### src/rtl/rob.sv
// -----------------------------------------------------------------------------
// rob: reorder buffer for the out-of-order core.
//
// Entries are allocated in program order at the tail. Results arrive out of
// order on the writeback bus, and the head entry retires once its result is in.
// Retiring a taken branch or an excepting instruction flushes the whole buffer
// on the following clock edge.
//
// Handshake: a dispatch is transferred on a clock edge where
// disp_valid && disp_ready. disp_valid may be held across cycles. disp_ready
// does not depend on disp_valid.
//
// Ports
//   clk, rst                       clock, asynchronous active-high reset
//   disp_valid/dst_addr/dst_wen    dispatch request from decode
//   disp_ready                     an entry can be taken this cycle
//   allocate_en, rob_alloc_*_2rat  allocation (tag, dst, wen) to the alias table
//   wb_en/tag/data/br_taken/
//     br_target/exp                writeback bus
//   rd1_tag/rd2_tag                operand lookup tags from issue
//   rd1_done/data, rd2_done/data   operand result (with same-cycle wb bypass)
//   commit_en, rob_commit_*        retirement of the head entry
// -----------------------------------------------------------------------------
module rob #(
    parameter int ROB_DEPTH      = 8,
    parameter int GPR_ADDR_WIDTH = 5,
    parameter int DATA_WIDTH     = 32,
    localparam int TAG_W         = $clog2(ROB_DEPTH)
) (
    input  logic                      clk,
    input  logic                      rst,

    input  logic                      disp_valid,
    input  logic [GPR_ADDR_WIDTH-1:0] disp_dst_addr,
    input  logic                      disp_dst_wen,
    output logic                      disp_ready,

    output logic                      allocate_en,
    output logic [TAG_W-1:0]          rob_alloc_tag_2rat,
    output logic [GPR_ADDR_WIDTH-1:0] rob_alloc_dst_addr_2rat,
    output logic                      rob_alloc_dst_wen_2rat,

    input  logic                      wb_en,
    input  logic [TAG_W-1:0]          wb_tag,
    input  logic [DATA_WIDTH-1:0]     wb_data,
    input  logic                      wb_br_taken,
    input  logic [DATA_WIDTH-1:0]     wb_br_target,
    input  logic                      wb_exp,

    input  logic [TAG_W-1:0]          rd1_tag,
    input  logic [TAG_W-1:0]          rd2_tag,
    output logic                      rd1_done,
    output logic                      rd2_done,
    output logic [DATA_WIDTH-1:0]     rd1_data,
    output logic [DATA_WIDTH-1:0]     rd2_data,

    output logic                      commit_en,
    output logic [GPR_ADDR_WIDTH-1:0] rob_commit_dst_addr_2rat,
    output logic                      rob_commit_wen,
    output logic [DATA_WIDTH-1:0]     rob_commit_data,
    output logic                      rob_commit_br_taken,
    output logic                      rob_commit_exp_en,
    output logic [DATA_WIDTH-1:0]     rob_commit_redirect_pc
);

    localparam logic [TAG_W:0]   FULL_COUNT = (TAG_W+1)'(ROB_DEPTH);
    localparam logic [TAG_W:0]   CNT_ONE    = (TAG_W+1)'(1);
    localparam logic [TAG_W-1:0] TAG_ONE    = TAG_W'(1);

    // Per-entry state
    logic [ROB_DEPTH-1:0]      valid_q;
    logic [ROB_DEPTH-1:0]      done_q;
    logic [ROB_DEPTH-1:0]      wen_q;
    logic [ROB_DEPTH-1:0]      br_q;
    logic [ROB_DEPTH-1:0]      exc_q;
    logic [GPR_ADDR_WIDTH-1:0] dst_q    [ROB_DEPTH];
    logic [DATA_WIDTH-1:0]     data_q   [ROB_DEPTH];
    logic [DATA_WIDTH-1:0]     target_q [ROB_DEPTH];

    // Pointers
    logic [TAG_W-1:0] head_q, head_d;
    logic [TAG_W-1:0] tail_q, tail_d;
    logic [TAG_W:0]   count_q, count_d;

    logic full;
    logic empty;
    logic flush;
    logic wb_accept;
    logic rd1_bypass;
    logic rd2_bypass;

    assign full  = (count_q == FULL_COUNT);
    assign empty = (count_q == '0);

    // Commit is purely combinational from the head entry.
    assign commit_en           = !empty && valid_q[head_q] && done_q[head_q];
    assign rob_commit_br_taken = commit_en && br_q[head_q];
    assign rob_commit_exp_en   = commit_en && exc_q[head_q];
    assign flush               = rob_commit_br_taken || rob_commit_exp_en;

    assign rob_commit_wen           = commit_en && wen_q[head_q] && !exc_q[head_q];
    assign rob_commit_dst_addr_2rat = (commit_en && wen_q[head_q]) ? dst_q[head_q] : '0;
    assign rob_commit_data          = commit_en ? data_q[head_q] : '0;
    assign rob_commit_redirect_pc   = rob_commit_br_taken ? target_q[head_q] : '0;

    // A committing flush blocks dispatch so the first post-flush tag is 0.
    assign disp_ready              = !full && !flush;
    assign allocate_en             = disp_valid && disp_ready;
    assign rob_alloc_tag_2rat      = tail_q;
    assign rob_alloc_dst_addr_2rat = disp_dst_addr;
    assign rob_alloc_dst_wen_2rat  = disp_dst_wen;

    assign wb_accept = wb_en && valid_q[wb_tag];

    // Operand read with same-cycle bypass from the writeback bus.
    assign rd1_bypass = wb_en && (wb_tag == rd1_tag) && valid_q[rd1_tag];
    assign rd2_bypass = wb_en && (wb_tag == rd2_tag) && valid_q[rd2_tag];
    assign rd1_done   = (valid_q[rd1_tag] && done_q[rd1_tag]) || rd1_bypass;
    assign rd2_done   = (valid_q[rd2_tag] && done_q[rd2_tag]) || rd2_bypass;
    assign rd1_data   = rd1_bypass ? wb_data : data_q[rd1_tag];
    assign rd2_data   = rd2_bypass ? wb_data : data_q[rd2_tag];

    always_comb begin
        head_d  = head_q;
        tail_d  = tail_q;
        count_d = count_q;
        if (flush) begin
            head_d  = '0;
            tail_d  = '0;
            count_d = '0;
        end else begin
            if (commit_en)   head_d = head_q + TAG_ONE;
            if (allocate_en) tail_d = tail_q + TAG_ONE;
            if (allocate_en && !commit_en)      count_d = count_q + CNT_ONE;
            else if (commit_en && !allocate_en) count_d = count_q - CNT_ONE;
        end
    end

    always_ff @(posedge clk or posedge rst) begin
        if (rst) begin
            head_q  <= '0;
            tail_q  <= '0;
            count_q <= '0;
            valid_q <= '0;
            done_q  <= '0;
            wen_q   <= '0;
            br_q    <= '0;
            exc_q   <= '0;
            for (int i = 0; i < ROB_DEPTH; i++) begin
                dst_q[i]    <= '0;
                data_q[i]   <= '0;
                target_q[i] <= '0;
            end
        end else begin
            head_q  <= head_d;
            tail_q  <= tail_d;
            count_q <= count_d;
            if (flush) begin
                // Whole buffer is discarded; a same-cycle writeback is dropped.
                valid_q <= '0;
                done_q  <= '0;
            end else begin
                // The tail entry is never valid when allocating, so allocation
                // and writeback never target the same entry.
                if (allocate_en) begin
                    valid_q[tail_q]  <= 1'b1;
                    done_q[tail_q]   <= 1'b0;
                    br_q[tail_q]     <= 1'b0;
                    exc_q[tail_q]    <= 1'b0;
                    data_q[tail_q]   <= '0;
                    dst_q[tail_q]    <= disp_dst_addr;
                    wen_q[tail_q]    <= disp_dst_wen;
                end
                if (wb_accept) begin
                    done_q[wb_tag]   <= 1'b1;
                    data_q[wb_tag]   <= wb_data;
                    br_q[wb_tag]     <= wb_br_taken;
                    target_q[wb_tag] <= wb_br_target;
                    exc_q[wb_tag]    <= wb_exp;
                end
                if (commit_en) begin
                    valid_q[head_q]  <= 1'b0;
                end
            end
        end
    end

endmodule

### config.mk
export PLATFORM = sky130hd
export DESIGN_NAME = rob
export DESIGN_NICKNAME = d
export VERILOG_FILES = /design/src/rtl/rob.sv
export SDC_FILE = /design/constraint.sdc
export NUM_CORES = 1
export LEC_CHECK = 0
export CORE_MARGIN = 4
export CORE_UTILIZATION = 55
export DETAILED_ROUTE_END_ITERATION = 12
export DONT_BUFFER_PORTS = 1
export GPL_ROUTABILITY_DRIVEN = 0
export PLACE_DENSITY = 0.7
export SYNTH_ARGS = -nofsm -noshare
export SYNTH_HDL_FRONTEND = slang
export SYNTH_SLANG_ARGS = --single-unit
### constraint.sdc
create_clock -name clk -period 30.1 [get_ports clk]
set_clock_uncertainty 0.05 [all_clocks]
set_input_delay 6.02 -clock clk [delete_from_list [all_inputs] [get_ports clk]]
set_output_delay 6.02 -clock clk [all_outputs]
set_load 0.01 [all_outputs]
# Word level (Yosys, flattened, before mapping)
# Cells that the tools add are included.
[totals]
register_bits = 602
wordCells = 189
in_bits = 85
[classes]
n_mux = 82
n_reduce_logical = 37
order_cmp = 15
n_eq_ne = 3
n_bitwise = 16
n_addsub = 4
[ops]
columns = ["cell", "count"]
rows = [
  ["two-way mux 256 bit", 3],
  ["bitwise mux 256 bit", 2],
  ["two-way mux 32 bit", 14],
  ["binary-select mux 32 bit (select 3 bit)", 4],
  ["bitwise AND 256 bit", 1],
  ["NOT 256 bit", 1],
  ["demux 32 bit (select 3 bit)", 2],
  ["two-way mux 8 bit", 14],
  ["bitwise mux 40 bit", 1],
  ["bitwise AND 8 bit", 4],
  ["binary-select mux 1 bit (select 3 bit)", 10],
  ["bitwise mux 8 bit", 3],
  ["logical AND 1 bit", 22],
  [">= comparator 4 bit (second input constant)", 5],
  ["less-than comparator 3 x 4 -> 1 bit (second input constant)", 5],
  ["two-way mux 5 bit", 4],
  ["NOT 3 -> 4 bit", 5],
  ["NOT 8 bit", 2],
  ["OR 8 bit", 2],
  ["binary-select mux 5 bit (select 3 bit)", 1],
  ["demux 5 bit (select 3 bit)", 1],
  ["two-way mux 1 bit", 13],
  ["two-way mux 3 bit", 4],
  ["two-way mux 4 bit", 3],
  ["15 further kinds", 31],
]

# Logic depth before layout (Yosys ltp)
[depth]
ltp_word = 14
mapped_depth = 12

# Worst setup path before layout
# OpenSTA, ideal clock, no wires.
[synth_timing]
path_type = "in2out"
startpoint = "in rd1_tag[0]"
endpoint = "out rd1_data[24]"
arrival_time_ps = 7850
path_stages = 6
path_slack_ps = 16180
cell_sequence = "clkbuf_1 > buf_2 > buf_1 > mux4_2 > mux2i_1 > o21ai_0"
[synth_between]
elab_chain_cells = 5
elab_cells_between_ends = 10
cone_classes = "eq/ne: 1; mux: 6; bitwise: 1; reduce/logical: 2"
[synth_rtl]
columns = ["element", "line_no", "source"]
rows = [
  ["start: declaration", "50", "input logic [TAG_W-1:0] rd1_tag,"],
  ["NOT 3 -> 4 bit (not written as such)", "120", "assign rd1_data = rd1_bypass ? wb_data : data_q[rd1_tag];"],
  ["binary-select mux 32 bit (select 3 bit)", "120", ""],
  ["two-way mux 32 bit (not written as such) (2 in a row)", "120", ""],
  ["two-way mux 32 bit (*)", "120", ""],
  ["end: declaration", "54", "output logic [DATA_WIDTH-1:0] rd1_data,"],
]
# Every way passes the cells marked *; elsewhere a longest branch is shown, timed or not. The select of a mux whose other input is x is not followed.

# Worst setup path in the final report
[layout_timing]
startpoint = "in rd1_tag[0]"
endpoint = "out rd1_data[30]"
# The elaborated chain is that of the path after synthesis.

==> metrics.cfg <==
[run_status]
outcome=finished clean

[synthesis]
syn_avg_cell_area_sq_um=13.9
yosysSeqAreaShare_pct=46.9
synth_xor_area_share_pct=0.273
ys_warn_count=0
async_reset_ff_share_pct=100
yosys.area_share.adder_pct=0.218
synth_nets=2402
synth_mux_area_share_pct=33.1
syn_inst=2312
synth.distinct_cells=59
synth_area_sq_um=32100
synth_seq_cells=602
synthFlopType=dfrtp_1
yosys.area_share.simple_pct=4.75
synth_top_family_by_area=multiplexers
synth_edf_count=0
synth-compound-area-share_pct=10.5

[place]
dp_cells=2868
dp_hpwl_mm=49.7
placed_area_sq_um=32100
place_ws_ns=16.15
numPortBuffers=0

[pwr]
vdd_drop_max_mv=0.0661
p_leak_nw=14.3
power.density_cell_area_nw_per_um2=105

[setup_path]
rrSetupSlack_ns=24.37
end_kind=output port
cp.required_ns=24.03
startpoint_type=input port
reg2reg_depth=10
rr_startpoint=head_q[0]
crit_arrival_ns=7.88
critPathKind=in -> out
crit-reg2reg-capture=target_q[191]
worstPathMaxFanout=69

[final_layout]
final_cells=2984
num-nets-final=2261
diodes=0
syn2layout_area_growth_pct=6.62
drive_gt1_share_pct=33.0
design_area_sq_um=34200
final_util_pct=59.3

[global_route]
grt_antenna_before_repair=0
grt_overflow_total=0
first_global_vias=22117
grt_pass1_wl_mm=139
grt_max_degree=131
grt_use_total_pct=28.7

[timing]
layout_setup_ws_ns=16.15
drv_slew=0
hold_viol_final=0
timing.setup.tns_ns=0
post-route-period-util_pct=46.3
min_period_ns=13.95
grt_setup_unrepaired=no
tightest_slew_ns=1.15
setup_violations=0
fmax_ghz=0.0717
slew-limit-headroom_pct=23.2

[clock_tree]
post_cts.repair.setup_buffers=0
path_clk_slew_ns=0.06
clk_latency_ns=0.61
cts_resized=0
numCtsBuffers=66
root_buffer=clkbuf_16
cts.sinks=602
cts_max_level=3
cts_tree=built
clockBufferDepth=3
hold_buffers=0

[floorplanning]
die_h_microns=250
dieArea_sq_um=62300
die_x_microns=250
core_sq_um=57700
fp-row-count=88
num_io_pins=235
start_util_pct=55.7

[route]
ant_nets=0
routed_wl_mm=89.0
drc=0
wire_per_inst_microns=29.8
firstDrtPassIters=5
viasPerCell=6.98
drtIter0Drc=2017
vias=20816

[run]
cap_violations=0

[hold_path]
min_to=target_q[196]
hold_class=reg -> reg
worstHoldStart=target_q[196]
worstHoldPathCells=1

==> layout make-up <==
| class | instances | area, sq um |
|---|---|---|
| Tap cell | 765 | 957 |
| Multi-Input combinational cell | 1458 | 15700 |
| Clock buffer | 96 | 1900 |
| Fill cell | 4405 | 23500 |
| Sequential cell | 602 | 15100 |
| Clock inverter | 20 | 267 |
| Inverter | 13 | 57.6 |
| Timing Repair Buffer | 30 | 250 |
==> flip-flops by register name, summed over array words and instances, names as in the netlist <==
signal / count
data_q: 256
target_q: 256
dst_q: 40
br_q: 8
done_q: 8
exc_q: 8
valid_q: 8
wen_q: 8
count_q: 4
head_q: 3
rob_alloc_tag_2rat: 3
==> cell usage after synthesis, types with 2 or more instances <==
master / instances / share of area [%]
o22ai_1: 2 / 0.039
buf_2: 27 / 0.42
dfrtp_1: 602 / 47
mux2_2: 263 / 9.2
a31oi_1: 3 / 0.058
or3_1: 3 / 0.058
nor2_8: 11 / 0.69
a21boi_0: 2 / 0.047
and3_1: 2 / 0.039
a22o_1: 272 / 7.4
xnor2_1: 8 / 0.22
nor3_1: 9 / 0.14
ha_1: 4 / 0.16
nor2b_1: 3 / 0.058
mux2i_1: 71 / 2.2
buf_1: 59 / 0.69
buf_4: 45 / 1.1
xor2_1: 2 / 0.055
nand2b_1: 3 / 0.058
nor3b_1: 2 / 0.047
mux2_4: 24 / 1.1
nand4_1: 3 / 0.058
inv_1: 13 / 0.15
buf_12: 7 / 0.44
mux2_1: 18 / 0.63
mux4_2: 284 / 20
nand2_1: 251 / 2.9
a21oi_1: 87 / 1.4
nand3b_1: 4 / 0.094
nand3_1: 6 / 0.094
o21ai_0: 75 / 1.2
buf_6: 3 / 0.11
clkbuf_1: 91 / 1.1
a311oi_1: 2 / 0.055
buf_8: 7 / 0.33
nor2_1: 21 / 0.25
==> layout by cell type (no fill, tap or decap), types with 19 or more instances in the layout <==
| master | instances |
|---|---|
| mux2_4 | 24 |
| nor2_1 | 19 |
| mux4_2 | 284 |
| dfrtp_1 | 599 |
| a21oi_1 | 87 |
| mux2_2 | 263 |
| mux2i_1 | 71 |
| clkbuf_16 | 67 |
| a22o_1 | 272 |
| nand2_1 | 248 |
| o21ai_0 | 75 |
| buf_4 | 28 |
==> kinds of logic after synthesis <==
kind of cell             count (synthesis)
AO/OA/AOI/OAI                          456
XOR/XNOR                                10
adder cells (fa/ha/maj)                  5
buffers and inverters                  252
flip-flops                             602
multiplexers                           660
AND/OR/NAND/NOR                        327
==> critical path: stages <==
cell and delay, ns:
mux4_2 0.32, mux2i_1 0.12, nor2_4 0.73, buf_4 0.41, nand2_1 0.08, o21ai_0 0.16
==> where the power goes <==
group	switching [mW]	leakage (nW)	total (mW)	internal (mW)
sequential	0.313	7.63	1.50	1.19
combinational	0.550	5.61	1.26	0.712
clock	0.335	1.06	0.817	0.482
==> metrics by stage <==
stage / power [mW] / hold slack [ns]
floorplan: 2.46 / 0.402
global placement: 2.69 / 0.412
detailed placement: 2.76 / 0.421
CTS: 3.59 / 0.434
global route: 3.78 / 0.447
finish: 3.58 / 0.435
==> per-layer routing <==
layer / up-vias / global-route usage [%] / part of all wire, %
met1: 11027 / 38.8 / 39
met3: 176 / 8.60 / 10
li1: 8566 / - / -
met5: - / 0 / 0
met2: 1047 / 46.0 / 48
met4: 0 / 8.27 / 2.8
==> worst max path at each step <==
stage                         to  slack [ns]  startpoint
global route        rd1_data[19]       15.98  rd1_tag[0]
CTS                 rd1_data[17]       16.15  rd1_tag[0]
finish              rd1_data[30]       16.15  rd1_tag[0]
detailed placement  rd1_data[17]       16.15  rd1_tag[0]
global placement     rd1_data[9]       16.21  rd1_tag[0]
floorplan                br_q[0]        7.18         rst
No activity file was read; power rests on OpenSTA's default activity.
